--- config.mk ---
export PLATFORM = sky130hd
export DESIGN_NAME = relu_maxpool_unit
export DESIGN_NICKNAME = d
export VERILOG_FILES = /design/src/rtl/cnn_pkg.sv /design/src/rtl/pool_max_acc.sv /design/src/rtl/relu_maxpool_unit.sv
export SDC_FILE = /design/constraint.sdc
export NUM_CORES = 1
export LEC_CHECK = 0
export CAP_MARGIN = 5
export CORE_UTILIZATION = 45
export CTS_CLUSTER_DIAMETER = 40
export CTS_CLUSTER_SIZE = 16
export DETAILED_ROUTE_END_ITERATION = 16
export MAX_ROUTING_LAYER = met4
export PLACE_DENSITY = 0.67
export SETUP_SLACK_MARGIN = 0.15
export SLEW_MARGIN = 20
export SYNTH_ARGS = -nofsm -noshare
export SYNTH_HDL_FRONTEND = slang
export SYNTH_HIERARCHICAL = 1
export SYNTH_SLANG_ARGS = --single-unit
--- constraint.sdc ---
create_clock -name clk -period 5.25 [get_ports clk]
set_input_delay 1.3125 -clock clk [delete_from_list [all_inputs] [get_ports clk]]
set_output_delay 1.3125 -clock clk [all_outputs]
set_load 0.02 [all_outputs]
--- src/rtl/cnn_pkg.sv ---
// Shared constants, FSM state type and window address helper for the CNN pooling datapath.
package cnn_pkg;

  localparam int W      = 28;
  localparam int DATA_W = 32;
  localparam int POOL_W = W / 2;
  localparam int POOL_N = POOL_W * POOL_W;

  typedef enum logic [2:0] {
    IDLE,
    FETCH,
    CAPTURE,
    EMIT,
    FIN
  } state_e;

  // sub[1] selects the lower row of the 2x2 window and sub[0] selects the right column.
  function automatic logic [9:0] win_addr(input logic [7:0] pr, input logic [7:0] pc,
                                          input logic [1:0] sub, input int side);
    int a;
    a = (2 * int'(pr) + int'(sub[1])) * side + 2 * int'(pc) + int'(sub[0]);
    return a[9:0];
  endfunction

endpackage

--- src/rtl/pool_max_acc.sv ---
// Signed compare-and-hold register. It loads din when din is greater than the held value.
// Clear takes priority over load and returns the held value to 0, so ReLU falls out of the max.
module pool_max_acc #(
  parameter int DATA_W = 32
) (
  input  logic              clk,
  input  logic              rst,
  input  logic              clear,
  input  logic              load,
  input  logic [DATA_W-1:0] din,
  output logic [DATA_W-1:0] max
);

  logic [DATA_W-1:0] max_q;
  logic [DATA_W-1:0] max_d;

  always_comb begin
    max_d = max_q;
    if (clear) begin
      max_d = '0;
    end else if (load && ($signed(din) > $signed(max_q))) begin
      max_d = din;
    end
  end

  always_ff @(posedge clk or negedge rst) begin
    if (!rst) begin
      max_q <= '0;
    end else begin
      max_q <= max_d;
    end
  end

  assign max = max_q;

endmodule

--- src/rtl/relu_maxpool_unit.sv ---
// Applies 2x2 max-pool with ReLU to a WxW map read from a register file. The first read comes 1 cycle after start and the result 6 cycles after start.
// A stalled result holds steady with no reads issued. The next window's reads start 1 cycle after each handshake.
module relu_maxpool_unit #(
  parameter int W      = cnn_pkg::W,
  parameter int DATA_W = cnn_pkg::DATA_W
) (
  input  logic              clk,
  input  logic              rst,
  input  logic              start,
  output logic              rd_en,
  output logic [9:0]        rd_addr,
  input  logic [DATA_W-1:0] rd_data,
  output logic              out_valid,
  input  logic              out_ready,
  output logic [DATA_W-1:0] out_data,
  output logic [7:0]        out_index,
  output logic              busy,
  output logic              done
);

  import cnn_pkg::*;

  localparam logic [7:0] PC_LAST  = 8'(W / 2 - 1);
  localparam logic [7:0] IDX_LAST = 8'((W / 2) * (W / 2) - 1);

  state_e     state_q, state_d;
  logic [1:0] sub_q, sub_d;
  logic [7:0] pr_q, pr_d;
  logic [7:0] pc_q, pc_d;
  logic [7:0] idx_q, idx_d;
  logic [9:0] rd_addr_q, rd_addr_d;
  logic       rd_vld_q, rd_vld_d;
  logic       acc_clear;

  always_comb begin
    state_d   = state_q;
    sub_d     = sub_q;
    pr_d      = pr_q;
    pc_d      = pc_q;
    idx_d     = idx_q;
    rd_addr_d = rd_addr_q;
    acc_clear = 1'b0;
    rd_vld_d  = (state_q == FETCH);

    case (state_q)
      IDLE: begin
        if (start) begin
          state_d   = FETCH;
          sub_d     = 2'd0;
          pr_d      = 8'd0;
          pc_d      = 8'd0;
          idx_d     = 8'd0;
          acc_clear = 1'b1;
        end
      end
      FETCH: begin
        sub_d = sub_q + 2'd1;
        if (sub_q == 2'd3) begin
          state_d = CAPTURE;
        end
      end
      CAPTURE: begin
        state_d = EMIT;
      end
      EMIT: begin
        if (out_ready) begin
          if (idx_q == IDX_LAST) begin
            state_d = FIN;
          end else begin
            state_d   = FETCH;
            sub_d     = 2'd0;
            idx_d     = idx_q + 8'd1;
            acc_clear = 1'b1;
            if (pc_q == PC_LAST) begin
              pc_d = 8'd0;
              pr_d = pr_q + 8'd1;
            end else begin
              pc_d = pc_q + 8'd1;
            end
          end
        end
      end
      FIN: begin
        state_d = IDLE;
      end
      default: begin
        state_d = IDLE;
      end
    endcase

    // The address is registered so it lines up with rd_en and holds once fetching stops.
    if (state_d == FETCH) begin
      rd_addr_d = win_addr(pr_d, pc_d, sub_d, W);
    end
  end

  always_ff @(posedge clk or negedge rst) begin
    if (!rst) begin
      state_q   <= IDLE;
      sub_q     <= 2'd0;
      pr_q      <= 8'd0;
      pc_q      <= 8'd0;
      idx_q     <= 8'd0;
      rd_addr_q <= 10'd0;
      rd_vld_q  <= 1'b0;
    end else begin
      state_q   <= state_d;
      sub_q     <= sub_d;
      pr_q      <= pr_d;
      pc_q      <= pc_d;
      idx_q     <= idx_d;
      rd_addr_q <= rd_addr_d;
      rd_vld_q  <= rd_vld_d;
    end
  end

  // rd_data returns one cycle after each FETCH cycle, so the accumulator loads on the delayed strobe.
  pool_max_acc #(
    .DATA_W(DATA_W)
  ) u_acc (
    .clk  (clk),
    .rst  (rst),
    .clear(acc_clear),
    .load (rd_vld_q),
    .din  (rd_data),
    .max  (out_data)
  );

  assign rd_en     = (state_q == FETCH);
  assign rd_addr   = rd_addr_q;
  assign out_valid = (state_q == EMIT);
  assign out_index = idx_q;
  assign busy      = (state_q == FETCH) || (state_q == CAPTURE) || (state_q == EMIT);
  assign done      = (state_q == FIN);

endmodule
==> results of run 1 <==
per-layer routing:
layer / track usage / vias to the layer above / wire (microns) / share of wire
li1: - / 3293 / - / -
met1: 0.345 / 3427 / 9000 / 0.44
met2: 0.436 / 287 / 9830 / 0.48
met3: 0.0319 / 30 / 1120 / 0.055
met4: 0.109 / 0 / 347 / 0.017
met5: - / - / 0 / 0
worst max-delay path by stage:
stage                            startpoint                endpoint  slack, ns  cells after the start
after global routing      pc_q[1]$_DFF_PN0_  rd_addr[9]$_DFFE_PN0N_       0.22                     20
after detailed placement              start  rd_addr[9]$_DFFE_PN0N_      -0.56                     18
after global placement                start  rd_addr[9]$_DFFE_PN0N_      -0.41                     18
after CTS                             start  rd_addr[9]$_DFFE_PN0N_       0.16                     18
final                     pc_q[1]$_DFF_PN0_  rd_addr[9]$_DFFE_PN0N_       0.48                     20
after floorplan                       start  rd_addr[9]$_DFFE_PN0N_       0.17                     17
flip-flops by register name, indices dropped and copies added, names as in the netlist:
signal	count
u_acc/max	32
state_q	3
out_index	8
pr_q	7
rd_vld_q	1
rd_addr	10
pc_q	8
sub_q	2
cell families after synthesis:
group,after synthesis,synth area share
xor+xnor,16,0.0222
compound gates,222,0.254
flops,71,0.256
mux,8,0.0135
fa+ha+maj,57,0.110
buf+inv,128,0.0771
simple gates,317,0.267
layout by cell type (no fill, tap or decap), drive strengths merged, types with 3 or more instances in the layout:
cell type      netlist  routed
a21o                 3       3
a21oi               29      29
a221o               32      32
a22o                35      35
a32oi                3       3
and3                35      35
buf                 12      52
clkbuf              65      10
clkdlybuf4s50        0      86
clkinv               1       5
dfrtp               71      71
fa                   7       7
ha                  50      50
inv                 50      51
mux2                 8       8
nand2               40      40
nand3               12      12
nand3b              33      33
nand4               43      43
nor2                55      55
nor2b               36      36
nor3                 5       5
nor3b                3       3
nor4                 5       5
o2111ai             32      32
o21a                 7       7
o21ai               28      28
o21bai               3       3
o221ai              31      31
o31a                 5       5
o31ai                4       4
or3                 35      35
xnor2                8       8
xor2                 7       7
metrics by stage:
stage          setup slack [ns]  TNS, ns  power (W)  utilization
2_1_floorplan             0.166        0    0.00283            -
3_3_place_gp             -0.411   -0.767    0.00362        0.540
5_1_grt                   0.224        0    0.00470        0.563
6_report                  0.480        0    0.00437        0.563
4_1_cts                   0.163        0    0.00435        0.560
3_5_place_dp             -0.564    -1.12    0.00372        0.540
power by group through the flow:
stage | clock [W] | sequential, W | combinational (W)
floorplan | 0 | 0.000990 | 0.00184
global placement | 0 | 0.000860 | 0.00276
detailed placement | 0 | 0.000868 | 0.00285
CTS | 0.000617 | 0.000859 | 0.00287
global route | 0.000636 | 0.000881 | 0.00318
finish | 0.000602 | 0.000859 | 0.00291
critical path, cell delays in order (launching register included):
cell and delay (ns):
dfrtp_1 0.41, inv_1 0.07, ha_1 0.13, or4b_4 0.46, or3_4 0.40, nor2_4 0.14
nand2_1 0.10, o31a_1 0.29, buf_4 0.15, fa_1 0.53, inv_1 0.04, ha_1 0.35
a21o_1 0.20, a21oi_2 0.16, xnor2_1 0.08, ha_1 0.29, o21ai_1 0.06, o21bai_1 0.15
xnor2_1 0.14, xnor3_1 0.23, mux2_4 0.26
cell type report:
cell class	count	area (sq um)	area share
multi-input cells	620	4750	0.557
repair buffers	140	1290	0.151
flip-flops and latches	71	1780	0.208
inverters	51	191	0.0224
clock inverters	6	43.8	0.00513
clock buffers	10	239	0.0280
well taps	188	235	0.0276
what timing repair did:
| item | CTS | global route |
|---|---|---|
| setup endpoints to repair | 2 | 3 |
| buffers inserted | 0 | 0 |
| hold buffers | 0 | 0 |
| pin swaps | 2 | 5 |
| resized for setup | 5 | 14 |
==> impl_metrics.csv, run 1 <==
group,metric,value,unit
hold_path,worstHoldStart,"rd_addr[7]$_DFFE_PN0N_",
route,drtAntennaViolNets,0,
final_layout,final_cells,1086,
yosys,synth.distinct_cells,68,
setup_path,crit_type,"register to register",
timing,rsz0062_at_grt,"false",
timing,setup_viol,0,
yosys,synth_edf_count,0,
power_and_ir_drop,power_density,512,nW/um^2
yosys,yosys.cell_count.top_type,"dfrtp_1",
final_layout,diodes,0,
run_status,run_status,"completed",
power_and_ir_drop,seqPwrFrac,0.196,
floorplan,die-area,15900,sq um
timing,fmax,210,MHz
placement,placed_cells,1070,
timing,tightest_slew,1.02,ns
power_and_ir_drop,pwr-share-clk,0.138,
timing,fin_crit,4.77,ns
hold_path,min_path_cells,1,
floorplan,core,15100,sq um
final_layout,nets,986,
final_layout,fin_area,8530,sq um
route,routed_wl,20300,microns
job,cap_viol_max_count,0,
final_layout,syn2layout_area_growth,22.8,%
placement,gp_congestion,0.911,
placement,dp.final_hpwl,13500,microns
cts,clkTransAtPathRegs,0.06,ns
setup_path,rr_worst_depth,20,
yosys,seq_area_frac_synth,0.256,
cts,numClockSinks,71,
route,vias,7037,
power_and_ir_drop,p_comb_frac,0.666,
placement,place_area,8180,sq um
yosys,synth_flop_cell,"dfrtp_1",
grt,first_global_vias,6878,
yosys,synth_area,6950,sq um
final_layout,drive_gt1_frac,0.121,
hold_path,hold_class,"register to register",
timing,fin_crit_sh,0.909,
timing,final-max-slew-violation-count,0,
power_and_ir_drop,p_sw,0.00208,W
yosys,synth_seq_cells,71,
power_and_ir_drop,p_sw_frac,0.475,
cts,cts_htree_levels,3,
power_and_ir_drop,p_int,0.00229,W
cts,cts_made_buffers,9,
floorplan,fp.dieH,126,microns
setup_path,r2r-start,"pc_q[1]$_DFF_PN0_",
yosys,avgSynthCellArea,8.48,sq um
floorplan,start_util,0.459,
grt,grt_pass1_wl,33800,microns
setup_path,crit_path_start_kind,"register",
yosys,synth_commonest_cells,"71 x dfrtp_1, 65 x clkbuf_1, 54 x nor2_1",
placement,io_buffers,89,
yosys,syn_nets,912,
yosys,syn_inst,819,
yosys,async_flop_share,1.00,
floorplan,num_io_pins,90,
setup_path,crit_arrival,5.00,ns
cts,clock_latency,0.35,ns
yosys,synth_top_area_share,0.256,
grt,groute.usage.overall,0.270,
floorplan,rows,45,
grt,gr-total-overflow,0,
yosys,synth_warnings,6,
floorplan,dieWidth,126,microns
route,wl_per_cell,18.7,microns
setup_path,reg2reg_setup_slack,0.48,ns
cts,cts_root_buffer,"clkbuf_16",
grt,antenna_found_initial,0,
route,route.detailed.drc,0,
timing,relSlewSlack,0.322,
route,drt_pass1_iterations,5,
grt,grt_max_degree,131,
route,drtIter0Drc,601,
timing,holdWs,0.493,ns
route,viasPerCell,6.48,
power_and_ir_drop,leakagePower,3.64,nW
cts,clock_path_buffers,2,
timing,finalClockSkew,0.00851,ns
timing,finalHoldViolations,0,
setup_path,cp_max_fo,5,
yosys,yosysTopAreaCell,"dfrtp_1",
yosys,synth.area.top_cells,"dfrtp_1 26%, ha_1 9.0%, a221o_1 4.6%, a22o_1 4.4%, o2111ai_1 4.0%",
hold_path,hold_end,"rd_addr[7]$_DFFE_PN0N_",
setup_path,end_kind,"register",
setup_path,cp.required,5.48,ns
final_layout,fillerInstances,1340,
setup_path,r2r-end,"rd_addr[9]$_DFFE_PN0N_",
cts,tritoncts,"done",
power_and_ir_drop,vdd_drop_max,295,uV
No activity file was read; power rests on OpenSTA's default activity.
==> run 2, diff against run 1 <==
- TNS_END_PERCENT: default -> 20
==> results of run 2 <==
No change in the layout: final DEF, timing and power equal those of run 1.
==> run 3, diff against run 2 <==
--- a/config.mk
+++ b/config.mk
@@ -8,2 +8,3 @@
 export CAP_MARGIN = 5
+export CORE_MARGIN = 2
 export CORE_UTILIZATION = 45
==> constraint.sdc (replaced) <==
create_clock -name clk -period 5.01 [get_ports clk]
set_input_delay 1.2525 -clock clk [delete_from_list [all_inputs] [get_ports clk]]
set_output_delay 1.2525 -clock clk [all_outputs]
set_load 0.05 [all_outputs]
==> impl_metrics.csv, run 3 (synthesized netlist as in run 1, its figures left out) <==
group,metric,value,unit
run_status,run_status,"completed",
hold_path,hold_class,"register to register",
setup_path,r2r-start,"pc_q[1]$_DFF_PN0_",
grt,grt_pass1_wl,34700,microns
floorplan,core,15100,sq um
cts,numClockSinks,71,
route,route.detailed.drc,0,
placement,gp_congestion,0.961,
timing,setup_ws,0.282,ns
cts,clkTransAtPathRegs,0.06,ns
final_layout,final_util,0.573,
final_layout,syn2layout_area_growth,24.9,%
setup_path,cp.required,5.24,ns
final_layout,drive_gt1_frac,0.134,
timing,setup_viol,0,
route,drt_pass1_iterations,5,
final_layout,diodes,0,
timing,finalClockSkew,0.00840,ns
placement,io_buffers,89,
setup_path,worstPathCellList,"inv_1, ha_1, or4b_4, or3_4, nor2_4, nand2_2, o31a_1, fa_1, inv_1, buf_4, fa_2, a21o_1, a21oi_2, xnor2_1, ha_1, o21ai_2, o21bai_1, xnor2_1, xnor3_1, mux2_4",
timing,fmax,211,MHz
setup_path,crit_path_start_kind,"register",
final_layout,final_cell_mix,"86 x clkdlybuf4s50_1, 69 x dfrtp_1, 55 x buf_4, 54 x nor2_1, 49 x inv_1",
timing,final-max-slew-violation-count,0,
route,routed_wl,20800,microns
grt,first_global_vias,7150,
setup_path,crit_type,"register to register",
setup_path,cp_max_fo,4,
grt,gr-total-overflow,0,
grt,grt_max_degree,161,
hold_path,worstHoldStart,"rd_addr[7]$_DFFE_PN0N_",
power_and_ir_drop,leakagePower,3.68,nW
cts,cts_htree_levels,3,
cts,clock_path_buffers,2,
timing,finalSetupTns,0,ns
cts,cts_made_buffers,9,
route,drtAntennaViolNets,0,
final_layout,final_cells,1094,
placement,place_area,8240,sq um
cts,clock_latency,0.35,ns
timing,finalHoldViolations,0,
job,cap_viol_max_count,0,
floorplan,die-area,16400,sq um
cts,hold_buffers,0,
power_and_ir_drop,p_int,0.00247,W
floorplan,rows,45,
final_layout,largest_register_ff_count,32,
setup_path,startpoint,"pc_q[1]$_DFF_PN0_",
setup_path,cp_num_buf_inv,3,
setup_path,path_delay_family,"adder cells",
route,wl_per_cell,19.0,microns
placement,dp.final_hpwl,13700,microns
power_and_ir_drop,p_sw,0.00256,W
route,drtIter0Drc,650,
setup_path,crit_arrival,4.96,ns
timing,tightest_slew,0.958,ns
final_layout,final_common_cell,"clkdlybuf4s50_1",
setup_path,cp_slowest_stage_delay,0.53,ns
floorplan,start_util,0.459,
placement,placed_cells,1072,
grt,antenna_found_initial,0,
power_and_ir_drop,pwr-share-clk,0.135,
final_layout,nets,994,
floorplan,fp.dieH,128,microns
power_and_ir_drop,p_sw_frac,0.509,
power_and_ir_drop,seqPwrFrac,0.179,
cts,cts_root_buffer,"clkbuf_16",
power_and_ir_drop,vdd_drop_max,324,uV
power_and_ir_drop,p_comb_frac,0.686,
grt,groute.usage.overall,0.267,
timing,fin_crit,4.73,ns
timing,fin_crit_sh,0.944,
route,viasPerCell,6.46,
timing,relSlewSlack,0.361,
timing,rsz0062_at_grt,"true",
floorplan,dieWidth,128,microns
placement,post-place-ws,-0.548,ns
final_layout,fin_area,8680,sq um
setup_path,critPathSlowestCell,"fa_1",
route,vias,7062,
cts,tritoncts,"done",
setup_path,reg2reg_setup_slack,0.28,ns
setup_path,end_kind,"register",
power_and_ir_drop,power_density,579,nW/um^2
floorplan,num_io_pins,90,
## run 3: changes by cell type in the layout (fill, tap and decap cells not counted), sizes merged
cell	change
inv	+1
dlygate4sd2	+2
bufinv	+1
dlymetal6s2s	-2
clkinv	-2
buf	+8
clkinvlp	+1
clkbuf	-1
## run 3: power by group through the flow
| stage | Combinational [W] | Clock [W] | Sequential (W) |
|---|---|---|---|
| 4_1_cts | 0.00341 | 0.000694 | 0.000899 |
| 2_1_floorplan | 0.00197 | 0 | 0.00136 |
| 3_3_place_gp | 0.00328 | 0 | 0.000902 |
| 5_1_grt | 0.00375 | 0.000711 | 0.000923 |
| 3_5_place_dp | 0.00337 | 0 | 0.000908 |
| 6_report | 0.00344 | 0.000680 | 0.000898 |
## run 3: layer usage
| layer | vias to the layer above | global-route usage | wire length [microns] |
|---|---|---|---|
| met5 | - | - | 0 |
| met2 | 267 | 0.427 | 10200 |
| met3 | 39 | 0.0355 | 1210 |
| met4 | 0 | 0.120 | 501 |
| met1 | 3452 | 0.339 | 8890 |
| li1 | 3304 | - | - |
## run 3: final timing paths
kind / depth (start not counted) / end
min reg2reg: 1 / rd_addr[7]$_DFFE_PN0N_
min: 1 / rd_addr[7]$_DFFE_PN0N_
max: 20 / rd_addr[9]$_DFFE_PN0N_
max reg2reg: 20 / rd_addr[9]$_DFFE_PN0N_
min in group asynchronous: 1 / u_acc/max[7]$_DFFE_PN0P_
max in group asynchronous: 2 / u_acc/max[16]$_DFFE_PN0P_
## run 3: cell type report
class                      instances  area, sq um
tap                              188          235
multi-input combinational        620         4780
sequential                        71         1780
timing repair buffer             148         1380
clock buffer                       9          225
clock inverter                     7         80.1
inverter                          51          191
fill                            1330         6470
## run 3: per-stage QoR
stage	power [W]	hold WS [ns]
after floorplan	0.00333	0.507
after global placement	0.00418	0.476
after detailed placement	0.00428	0.483
after CTS	0.00501	0.497
after global routing	0.00539	0.518
final	0.00502	0.493
## run 3: worst reg2reg max path, cell delays in order (launching register included)
cell,delay (ns)
dfrtp_1,0.37
inv_1,0.06
ha_1,0.13
or4b_4,0.47
or3_4,0.36
nor2_4,0.16
nand2_2,0.09
o31a_1,0.33
fa_1,0.53
inv_1,0.06
buf_4,0.13
fa_2,0.35
a21o_1,0.18
a21oi_2,0.15
xnor2_1,0.08
ha_1,0.31
o21ai_2,0.06
o21bai_1,0.16
xnor2_1,0.14
xnor3_1,0.23
mux2_4,0.26
## run 3: timing repair
item / 4_1_cts / 5_1_grt
setup endpoints to repair: 2 / 1
pin swaps: 10 / 7
buffers inserted: 4 / 1
resized for setup: 13 / 5
==> variant 1, RTL diff (config.mk and constraints of run 3) <==
Reset style: synchronous (`rst`), changed in 2 clocked blocks.
--- a/src/rtl/pool_max_acc.sv
+++ b/src/rtl/pool_max_acc.sv
@@ -23,7 +23,7 @@
     end
   end
 
-  always_ff @(posedge clk or negedge rst) begin
+  always_ff @(posedge clk) begin
     if (!rst) begin
       max_q <= '0;
     end else begin
--- a/src/rtl/relu_maxpool_unit.sv
+++ b/src/rtl/relu_maxpool_unit.sv
@@ -94,7 +94,7 @@
     end
   end
 
-  always_ff @(posedge clk or negedge rst) begin
+  always_ff @(posedge clk) begin
     if (!rst) begin
       state_q   <= IDLE;
       sub_q     <= 2'd0;
Check against the original RTL: differs if rst is asserted again (counterexample within 4 cycles, from zero or initial values and one cycle with rst low); with rst held inactive, the same outputs for 10 cycles.
==> variant 1 against run 3 <==
  * Area after synthesis shrank 12%
  * Wire length is 15% lower
  * Critical path type unchanged
  * Sequential cell count unchanged
  * Count of clock-buffer cells in the layout is 6 higher
  * Cell area is 11% lower
  * Worst setup slack better by 20 ps
Power is not compared: it rests on default switching activity, and its combinational part moved more than twofold at a synthesized area within 25%.
==> variant 1: results (changes against run 3) <==
- Sorting the synthesized cells by area gives the leading types as sky130_fd_sc_hd__dfxtp_1 (23%), sky130_fd_sc_hd__ha_1 (10%), sky130_fd_sc_hd__nand2_1 (6.0%).
- The part of the Yosys area used for sequential elements is 23.25% (-2.3 points).
- The via total after detailed routing was 6394 (-9.5%).
- The final weighted congestion in routability-driven placement is 0.8357 (-13%).
- The net count of the mapped netlist is 892 (-2.2%).
- The non-clock buffer total of the final layout came to 137 (-7.4%).
- The total placed instance area is 7397 um2 (-10%).
- The final net count was 980 (-1.4%).
- The number of design-rule violations left by the first detailed-router iteration was 534 (-18%).
- The top fanout value on the critical path was 5 (+1).
- The fraction of layout cells with a size suffix above 1 is 13.24% (-0.11 points).
- The total of fill cells in the finished design came to 1217 (-8.5%).
- The run finished with clean final reports.
- The worst-case setup slack after placement came to -583.6 ps (-35.67 ps).
- The number of cells in the design after placement is 1051 (-2.0%).
- The clock tree buffer count of the final layout is 15 (+6).
- The clock network area share was 3.585% (+0.066 points).
- The sequential portion of the cell area is 18.49% (-2.0 points).
- The ratio of routed vias to standard cells is 5.993 (-7.2%).
- The post-route core utilization is 58.50% (+1.2 points).
- The hold-critical path depth is 2 (+1).
- The buffer share of cell area is 16.60% (+0.67 points).
- The worst hold-check slack came to 504.7 ps (+11.33 ps).
- The setup clock skew after layout is 6.668 ps (-1.735 ps).
- The primary flip-flop cell chosen by synthesis mapping is sky130_fd_sc_hd__dfxtp_1.
- The worst slew slack as a fraction of its limit was 40.40% (+4.3 points).
## variant 1: metal layers
layer / part of all wire (%) / up-vias / global-route usage (%)
met5: 0 / - / -
met4: 2.0 / 0 / 9.448
met3: 4.4 / 32 / 2.877
met2: 48 / 186 / 40.29
met1: 45 / 3057 / 32.29
li1: - / 3119 / -
## variant 1: cells by family (layout without fill, tap and decap cells)
logic type / after synthesis / in the layout / synth area share (%)
buffers and inverters: 115 / 207 / 7.963
and+or+nand+nor: 340 / 340 / 29.21
xor gates and xnor gates: 14 / 14 / 2.231
muxes: 2 / 2 / 0.3275
adders and majority gates: 57 / 57 / 12.53
AOI/OAI and AO/OA: 200 / 200 / 24.48
DFF: 71 / 71 / 23.25
## variant 1: worst max-delay path, cell delays in order, from the launching register on
cell and delay (ps):
sky130_fd_sc_hd__dfxtp_1 330, sky130_fd_sc_hd__inv_2 80, sky130_fd_sc_hd__ha_2 180, sky130_fd_sc_hd__or4b_4 460, sky130_fd_sc_hd__or3_4 410, sky130_fd_sc_hd__nor4_4 240, sky130_fd_sc_hd__buf_4 160, sky130_fd_sc_hd__a21oi_4 40
sky130_fd_sc_hd__buf_4 160, sky130_fd_sc_hd__fa_1 530, sky130_fd_sc_hd__inv_1 70, sky130_fd_sc_hd__fa_1 590, sky130_fd_sc_hd__ha_4 220, sky130_fd_sc_hd__o21ai_2 80, sky130_fd_sc_hd__o21ai_2 80, sky130_fd_sc_hd__or3_1 320
sky130_fd_sc_hd__a31oi_1 210, sky130_fd_sc_hd__xnor2_1 150, sky130_fd_sc_hd__xnor3_1 230, sky130_fd_sc_hd__o21ai_1 110
## variant 1: what timing repair did
action / 4_1_cts / 5_1_grt
pin swaps: 10 / 5
setup endpoints to repair: 2 / 2
gates resized for setup: 11 / 8
buffers inserted: 0 / 1
==> variant 2, RTL diff (flow settings as in run 3) <==
Without the edit above. `DATA_W` is set to 32 in 2 places; all go to 64.
--- a/src/rtl/cnn_pkg.sv
+++ b/src/rtl/cnn_pkg.sv
@@ -2,7 +2,7 @@
 package cnn_pkg;
 
   localparam int W      = 28;
-  localparam int DATA_W = 32;
+  localparam int DATA_W = 64;
   localparam int POOL_W = W / 2;
   localparam int POOL_N = POOL_W * POOL_W;
 
--- a/src/rtl/pool_max_acc.sv
+++ b/src/rtl/pool_max_acc.sv
@@ -1,7 +1,7 @@
 // Signed compare-and-hold register. It loads din when din is greater than the held value.
 // Clear takes priority over load and returns the held value to 0, so ReLU falls out of the max.
 module pool_max_acc #(
-  parameter int DATA_W = 32
+  parameter int DATA_W = 64
 ) (
   input  logic              clk,
   input  logic              rst,
Interface: changed (resized out_data and rd_data); port bits go from 90 to 154. The function was not compared with the original's and may differ.
==> variant 2 against run 3 <==
  * Wire length is 11% lower
  * Sequential cell count increased by 32
  * Total power up 12%
  * Area after synthesis increased by 12%
  * Worst setup slack worse by 220 ps
  * Synthesized cell count shrank 4.6%
  * Via count down 13%
  * Cell area is 19% higher
  * Critical endpoint unchanged
  * Largest power group unchanged
==> variant 2: results (changes against run 3) <==
- The run finished with clean final reports.
- The fraction of met2 tracks used by global routing came to 34.07% (-8.6 points).
- The sequential portion of the cell area was 24.98% (+4.5 points).
- The number of sequential cells came to 103 (+45%).
- The area of the multi-input gates is 4828 um2 (+0.97%).
- The worst hold path begins at rd_addr[8].
- The detailed placement HPWL is 14040 um (+2.4%).
- The buffer share of cell area came to 19.40% (+3.5 points).
- The met3 track demand over resource in global routing is 2.955% (-0.59 points).
- The setup clock skew after layout is 9.831 ps (+1.428 ps).
- The flip-flop count of the largest register after layout is 64 (+100%).
- The global-route met1 utilization is 28.24% (-5.6 points).
- The average routed wire per standard cell is 15.28 um (-20%).
- The number of standard cells in the layout, taps in and fillers out was 1212 (+11%).
- The antenna diode count is 2 (+2).
- The proportion of synthesized area in mux cells is 9.702% (+8.4 points).
- Yosys attributes the largest share of cell area to sky130_fd_sc_hd__dfrtp_1 (33%), sky130_fd_sc_hd__ha_1 (13%), sky130_fd_sc_hd__nand2b_2 (8.6%).
- The worst path arrival time came to 5190 ps (+230 ps).
- The total number of multi-input combinational cells came to 569 (-8.2%).
- The final critical-path setup slack was 60.27 ps (-221.5 ps).
- The mean instance size in the synthesized netlist is 9.957 um2 (+17%).
- The net count of the mapped netlist was 938 (+2.9%).
- The clock tree buffer count of the final layout was 12 (+3).
- The count of cell types in the netlist is 74 (+8.8%).
- The number of global-route vias before repair was 5933 (-17%).
- The synthesized-area fraction occupied by adder cells is 15.00% (+4.0 points).
- The clock network area share is 3.089% (-0.43 points).
- The cell leakage power is 4.580 nW (+24%).
- The compound-cell area share of the yosys netlist is 9.397% (-16 points).
- The inverter count is 83 (+63%).
- The xor/xnor cell area share of the yosys netlist is 1.963% (-0.25 points).
- The part of the Yosys area used for sequential elements was 33.15% (+7.6 points).
- The ratio of routed vias to standard cells is 5.055 (-22%).
- The all-layer global routing usage was 21.27% (-5.5 points).
- The fraction of layout cells with a size suffix above 1 is 22.03% (+8.7 points).
- The number of design-rule violations left by the first detailed-router iteration is 320 (-51%).
- The largest vdd supply drop is 275.8 uV (-15%).
- The first-pass GRT wire length was 30060 um (-13%).
- The switching power total came to 2.584 mW (+1.1%).
- The non-clock buffer total of the final layout is 214 (+45%).
- The worst-case setup slack after placement was -679.8 ps (-131.8 ps).
- The top fanout value on the critical path was 3 (-1).
- The final net count is 1137 (+14%).
- The cell type group with the largest total delay on the critical path is simple AND/OR/NAND/NOR gates.
- The final weighted congestion in routability-driven placement was 0.8965 (-6.8%).
- The number of buffers added on ports is 153 (+72%).
- Sorting the synthesized cells by how often they occur yields sky130_fd_sc_hd__dfrtp_1 (103), sky130_fd_sc_hd__ha_1 (82), sky130_fd_sc_hd__inv_1 (82).
- The largest net degree at the start of global routing is 79 (-51%).
- The worst slew slack as a fraction of its limit is 39.67% (+3.6 points).
## variant 2: what timing repair did
action,4_1_cts,5_1_grt
hold buffers,0,0
endpoints found under the hold margin,0,0
pin swaps,7,13
setup buffers,1,3
resized for setup,8,8
gates cloned,0,0
endpoints found under the setup margin,1,1
## variant 2: final timing paths
| path | depth (start not counted) | endpoint |
|---|---|---|
| setup reg to reg | 22 | rd_addr[9] |
| setup / recovery | 22 | rd_addr[9] |
| hold reg to reg | 1 | rd_addr[8] |
| min in group asynchronous | 1 | u_acc/max[44] |
| hold / removal | 1 | rd_addr[8] |
| max in group asynchronous | 2 | pr_q[5] |
## variant 2: routing by layer
| metal | share of wire [%] | routed length [um] |
|---|---|---|
| met5 | 0 | 0 |
| met2 | 48 | 8832 |
| met1 | 46 | 8596 |
| met3 | 4.3 | 788 |
| met4 | 1.6 | 297 |
## variant 2: power groups by stage
stage          Clock (mW)  Combinational, mW  Sequential, mW
3_5_place_dp            0               3.52            1.35
5_1_grt             0.808               3.83            1.37
6_report            0.752               3.53            1.33
3_3_place_gp            0               3.48            1.34
4_1_cts             0.778               3.55            1.33
2_1_floorplan           0               1.81            2.10
## variant 2: metrics by stage
stage	hold WS [ps]	setup TNS [ps]	instance area, um2	utilization [%]
final	493.8	0	10330	60.35
after global routing	518.3	-144.4	10330	60.34
after floorplan	493.3	-9.679	7871	-
after CTS	499.5	0	10270	59.99
after detailed placement	476.8	-880.3	9921	57.96
after global placement	479.1	-770.1	9921	57.96
## variant 2: cell families after synthesis
group,after synthesis
adder cells (fa/ha/maj),89
buffers and inverters,109
XOR/XNOR,15
AND/OR/NAND/NOR,278
flip-flops,103
multiplexers,74
AO/OA/AOI/OAI,113
